**src/rtl/rr_arb_sel.sv**
```systemverilog
// Round-robin arbiter feeding a single-entry output register with valid/ready.
// Drives the binary select index of the winning requester for the downstream N:1 mux.
module rr_arb_sel #(
    parameter int BIT_WIDTH = 8,
    parameter int DEPTH     = 2,
    parameter int SEL_WIDTH = (DEPTH > 1) ? $clog2(DEPTH) : 1
) (
    input  logic                       clk,
    input  logic                       rst_n,
    input  logic [DEPTH-1:0]           req,
    input  logic [BIT_WIDTH*DEPTH-1:0] req_data,
    output logic [DEPTH-1:0]           gnt,
    output logic [SEL_WIDTH-1:0]       sel,
    output logic                       out_valid,
    output logic [BIT_WIDTH-1:0]       out_data,
    input  logic                       out_ready
);

    typedef enum logic {EMPTY, FULL} state_t;

    state_t                           state, state_nxt;
    logic   [SEL_WIDTH-1:0]           ptr;
    logic   [SEL_WIDTH-1:0]           win;
    logic                             found;
    logic                             load;
    logic   [DEPTH-1:0][BIT_WIDTH-1:0] data_arr;

    for (genvar i = 0; i < DEPTH; i++) begin : g_unpack
        assign data_arr[i] = req_data[BIT_WIDTH*i +: BIT_WIDTH];
    end

    assign out_valid = (state == FULL);

    // Pass-through stage: a full register can be refilled in the cycle it drains.
    // Gating with rst_n keeps gnt quiet while reset is held.
    assign load = rst_n & (|req) & (~out_valid | out_ready);

    // Scan from ptr upward with modulo-DEPTH wrap; first requester found wins.
    always_comb begin
        int idx;
        win   = '0;
        found = 1'b0;
        idx   = 0;
        for (int k = 0; k < DEPTH; k++) begin
            idx = int'(ptr) + k;
            if (idx >= DEPTH) idx = idx - DEPTH;
            if (!found && req[idx]) begin
                found = 1'b1;
                win   = SEL_WIDTH'(idx);
            end
        end
    end

    always_comb begin
        gnt = '0;
        if (load) gnt[win] = 1'b1;
    end

    always_comb begin
        state_nxt = state;
        case (state)
            EMPTY:   if (load) state_nxt = FULL;
            FULL:    if (out_ready && !load) state_nxt = EMPTY;
            default: state_nxt = EMPTY;
        endcase
    end

    always_ff @(posedge clk or negedge rst_n) begin
        if (!rst_n) state <= EMPTY;
        else        state <= state_nxt;
    end

    // Data, index and priority only move on a load; a drain leaves them in place.
    always_ff @(posedge clk or negedge rst_n) begin
        if (!rst_n) begin
            out_data <= '0;
            sel      <= '0;
            ptr      <= '0;
        end else if (load) begin
            out_data <= data_arr[win];
            sel      <= win;
            ptr      <= (win == SEL_WIDTH'(DEPTH-1)) ? '0 : win + 1'b1;
        end
    end

endmodule
```
**config.mk**
```make
export PLATFORM = sky130hd
export DESIGN_NAME = rr_arb_sel
export DESIGN_NICKNAME = d
export VERILOG_FILES = /design/src/rtl/rr_arb_sel.sv
export SDC_FILE = /design/constraint.sdc
export NUM_CORES = 1
export LEC_CHECK = 0
export ABC_AREA = 1
export CORE_MARGIN = 2
export CORE_UTILIZATION = 24
export DETAILED_ROUTE_END_ITERATION = 10
export PLACE_DENSITY_LB_ADDON = 0.3
export SKIP_LAST_GASP = 1
export SLEW_MARGIN = 40
export SYNTH_ARGS = -nofsm -noshare
export SYNTH_HDL_FRONTEND = slang
export SYNTH_SLANG_ARGS = --single-unit
```
**constraint.sdc**
```tcl
create_clock -name clk -period 1.2 [get_ports clk]
set_input_delay 0.24 -clock clk [delete_from_list [all_inputs] [get_ports clk]]
set_output_delay 0.24 -clock clk [all_outputs]
set_load 0.02 [all_outputs]
```
# After elaboration in Yosys (flattened, before gate mapping)
# Cells that the tools add are included.
# op_classes
n_reduce_logical,6
magnitude_cmp,6
bitwise_logic,4
addsub,4
muxes,20
# ops
cell,count
$lt A32 B3 Y1 const B,2
$mux W32,2
$mux W8,2
$mux W1,13
$logic_and A1 B1 Y1,3
$sub A1 B2 Y3 const B,1
$sub A2 B2 Y3 const B,1
$add A1 B1 Y2 const B,1
$and A1 B1 Y1,2
$ge A1 B2 Y1 const B,1
$ge A2 B2 Y1 const B,1
$logic_not A1 Y1,2
$lt A1 B2 Y1 const B,1
$mux W2,1
$pmux W1 S2,1
$reduce_or A2 Y1,1
$add A1 B1 Y1 const B,1
$demux W1 S1,1
$ge A1 B1 Y1 const B,1
$not A1 Y1,1
$or A1 B1 Y1,1
# word_totals
ff_bits,11
in_bits,21

# Longest topological paths before layout
# Gate-level depths: netlist of run 1.
# depth
depth_word,14
ltp_mapped,7

# Worst setup path after synthesis of run 1
# Ideal clock, no wire load.
# synth_path
kind,reg2out
start,"reg state, in the netlist out_valid"
end,out gnt[1]
arrival_time_ns,1.012
slack_ns,-0.052
stages_incl_launch_ff,7
path_cell_list,dfrtp_1 -> inv_1 -> nor2_1 -> nor2_4 -> buf_6 -> nand2_2 -> inv_1
# synth_via
elab_chain_cells,4
# synth_lines
element,line,text
from (decl),21,"state_t state, state_nxt;"
from (signal assigned),70,else state <= state_nxt;
$not A1 Y1,-,
$or A1 B1 Y1,36,assign load = rst_n & (|req) & (~out_valid | out_ready);
$and A1 B1 Y1,36,
$mux W2,56,if (load) gnt[win] = 1'b1;
to (decl),12,"output logic [DEPTH-1:0] gnt,"
# No other way between the ends.

# Worst setup path in the final report of run 1
# layout_path
start,"reg state, in the netlist out_valid"
end,out gnt[0]
# The elaborated chain is that of the path after synthesis.

==> results_dict.tcl, run 1 <==
set metrics [dict create \
    diodes 0 \
    path_max_fanout 3 \
    synth_top_area_share 0.455 \
    slew_headroom 0.862 \
    r2r_end "out_data[2]$_DFFE_PN0P_" \
    timing.final.ws_setup_ns -0.180 \
    place.port_buffers 32 \
    die_x_um 54.2 \
    hold_path.class "in -> async" \
    power_density_nw_per_um2 1120 \
    rsz0062_at_grt "yes" \
    num_rows 18 \
    critPathRequiredTime_ns 0.96 \
    p_leak_nw 0.605 \
    core_um2 2430 \
    utilization 0.456 \
    clockBufferDepth 2 \
    ys_types 12 \
    maxCapViolations 0 \
    ir_drop_mv 0.551 \
    power_switching_mw 0.440 \
    swShare 0.354 \
    layoutNonFillerInstCount 162 \
    insertion_delay_ns 0.27 \
    multiInputGateArea_um2 328 \
    antenna_found_initial 0 \
    yosys.area.top_type "dfrtp_1" \
    clockRootBuffer "clkbuf_4" \
    fillCellCount 256 \
    synthCells 80 \
    synthTopCellsByArea "dfrtp_1 46%, nand2_1 27%, nand3_1 6.6%" \
    drtPass1Iterations 4 \
    path_clk_slew_ns 0.08 \
    clkPwrFrac 0.209 \
    period_share 1.15 \
    grt_overflow 0 \
    finalWeightedCongestion 0.784 \
    fmax_ghz 0.725 \
    status "complete, but fails checks" \
    grtUsageTotal 0.143 \
    rr_worst_depth 9 \
    vias 679 \
    startpoint "out_valid$_DFF_PN0_" \
    area_growth_pct 83.6 \
    grt_pass1_wl_um 2860 \
    htreeDepth 1 \
    critPathCaptureType "output pin" \
    crit_end "gnt[0]" \
    pin_count 33 \
    cp.arrival_ns 1.14 \
    holdBufCountCts 0 \
    skew_ns 0.00808 \
    synth.cell_area_um2 604 \
    finalSetupViolCount 2 \
    max_stage_delay_ns 0.39 \
    fin_nets 154 \
    slew_viol_final 0 \
    syn-num-nets 101 \
    hpwl_um 1320 \
    critPathTopFamily "flip-flops" \
    hold_viol 0 \
    seqPwrFrac 0.377 \
    drc 0 \
    cp-start-kind "flip-flop" \
    worstMarginPinSlew_ns 0.207 \
    fp.dieArea_um2 2940 \
    grt_pass1_vias 667 \
    seq_area_frac_synth 0.455 \
    grt_max_degree 12 \
    comb_power_share 0.413 \
    wire_per_inst_um 11.0 \
    internal-power_mw 0.803 \
    path_cells "inv_2 -> nor2_4 -> nor2_4 -> nand2_2 -> inv_2 -> buf_6" \
    min_period_ns 1.38 \
    drt_iter0_drc 13 \
    slowest_stage "dfrtp_1" \
    crit-reg2reg-launch "ptr$_DFFE_PN0P_" \
    r2r_slack_ns 0.11 \
    ys_ff_latch 11 \
    via_per_inst 4.19 \
    tritoncts "built" \
    regArea_um2 275 \
    violations "setup timing" \
    setup_tns_ns -0.349 \
    yosys_warnings 0 \
    cp.buffers_inverters 3 \
    cp_num_cells 6 \
    die-height_um 54.2 \
    clock-sinks 11 \
    ant_nets 0 \
    start_util 0.248 \
    dp_cells 152 \
    postSynthAreaPerCell_um2 7.55 \
    worstSetupPathType "reg -> out" \
    cts_inserted_buffers 3 \
    wl_um 1780 \
    drive_above_1_share 0.439 \
]
==> timing repair <==
action | 4_1_cts | 5_1_grt
setup endpoints to repair | 13 | 20
resized for setup | 45 | 26
cloned | 0 | 0
pin swaps | 3 | 6
buffers inserted | 9 | 2
==> layout make-up <==
cell class,instances,share of cell area
inverters,7,0.0237
flip-flops and latches,11,0.248
well taps,30,0.0338
multi-input cells,60,0.295
repair buffers,50,0.375
clock buffers,4,0.0237
==> layer usage <==
metal | vias to the layer above | GRT usage | part of all wire
li1 | 346 | - | -
met1 | 312 | 0.160 | 0.40
met2 | 19 | 0.239 | 0.53
met3 | 2 | 0.0361 | 0.061
met4 | 0 | 0.0875 | 0.011
met5 | - | 0 | 0
==> cell usage in the layout, fill, tap and decap left out <==
cell type and instances:
nand2_1 34, clkdlybuf4s50_1 16, buf_4 16, dfrtp_1 11, nand2_2 10, nand3_1 7, clkbuf_2 7, inv_2 6
buf_6 5, nand2_4 4, dlygate4sd2_1 4, clkbuf_4 3, nor2_4 2, buf_2 2, o21ai_4 1, inv_1 1
nand3_2 1, o21ai_2 1, clkbuf_1 1
==> worst min path at each step <==
stage	endpoint	cells after the start
final	out_valid$_DFF_PN0_	2
after global routing	out_valid$_DFF_PN0_	2
after CTS	out_valid$_DFF_PN0_	2
after detailed placement	out_data[7]$_DFFE_PN0P_	2
after global placement	out_data[4]$_DFFE_PN0P_	2
after floorplan	out_data[0]$_DFFE_PN0P_	0
==> synthesized netlist by cell type <==
library cell,instances
o21ai_2,1
nand2_4,2
nand2_2,2
nand2_1,44
inv_1,6
dfrtp_1,11
nand3_1,8
buf_6,2
o21ai_4,1
nor2_1,1
nor2_4,1
inv_2,1
==> logic make-up (layout without fill, tap and decap cells) <==
logic type / after synthesis / count (layout) / share of synthesized area
and+or+nand+nor: 58 / 58 / 0.422
DFF: 11 / 11 / 0.455
buffers and inverters: 9 / 61 / 0.0807
AOI/OAI and AO/OA: 2 / 2 / 0.0414
==> stage by stage <==
step	cell area [um^2]	worst slack [ns]	hold WS [ns]	power, mW
floorplan	607	0.0151	-0.0556	0.709
global placement	1030	-0.825	0.462	0.984
detailed placement	1030	-0.831	0.464	0.991
CTS	1130	-0.189	0.107	1.27
global route	1110	-0.239	0.109	1.34
finish	1110	-0.180	0.0986	1.24
==> power groups by stage <==
stage	clock, mW	combinational, mW	sequential [mW]
floorplan	0	0.161	0.549
global placement	0	0.509	0.475
detailed placement	0	0.515	0.476
CTS	0.273	0.529	0.471
global route	0.303	0.563	0.475
finish	0.260	0.513	0.469
==> registers in the layout, summed over array words and instances, names as in the netlist <==
name	flops
out_data	8
out_valid	1
ptr	1
sel	1
Note: power is estimated with default switching activity, not from simulation.
==> run 2: changes to the inputs <==
- SLEW_MARGIN: 40 -> 20
==> results of run 2 <==
The final DEF is identical to that of run 1; final timing and power are the same.
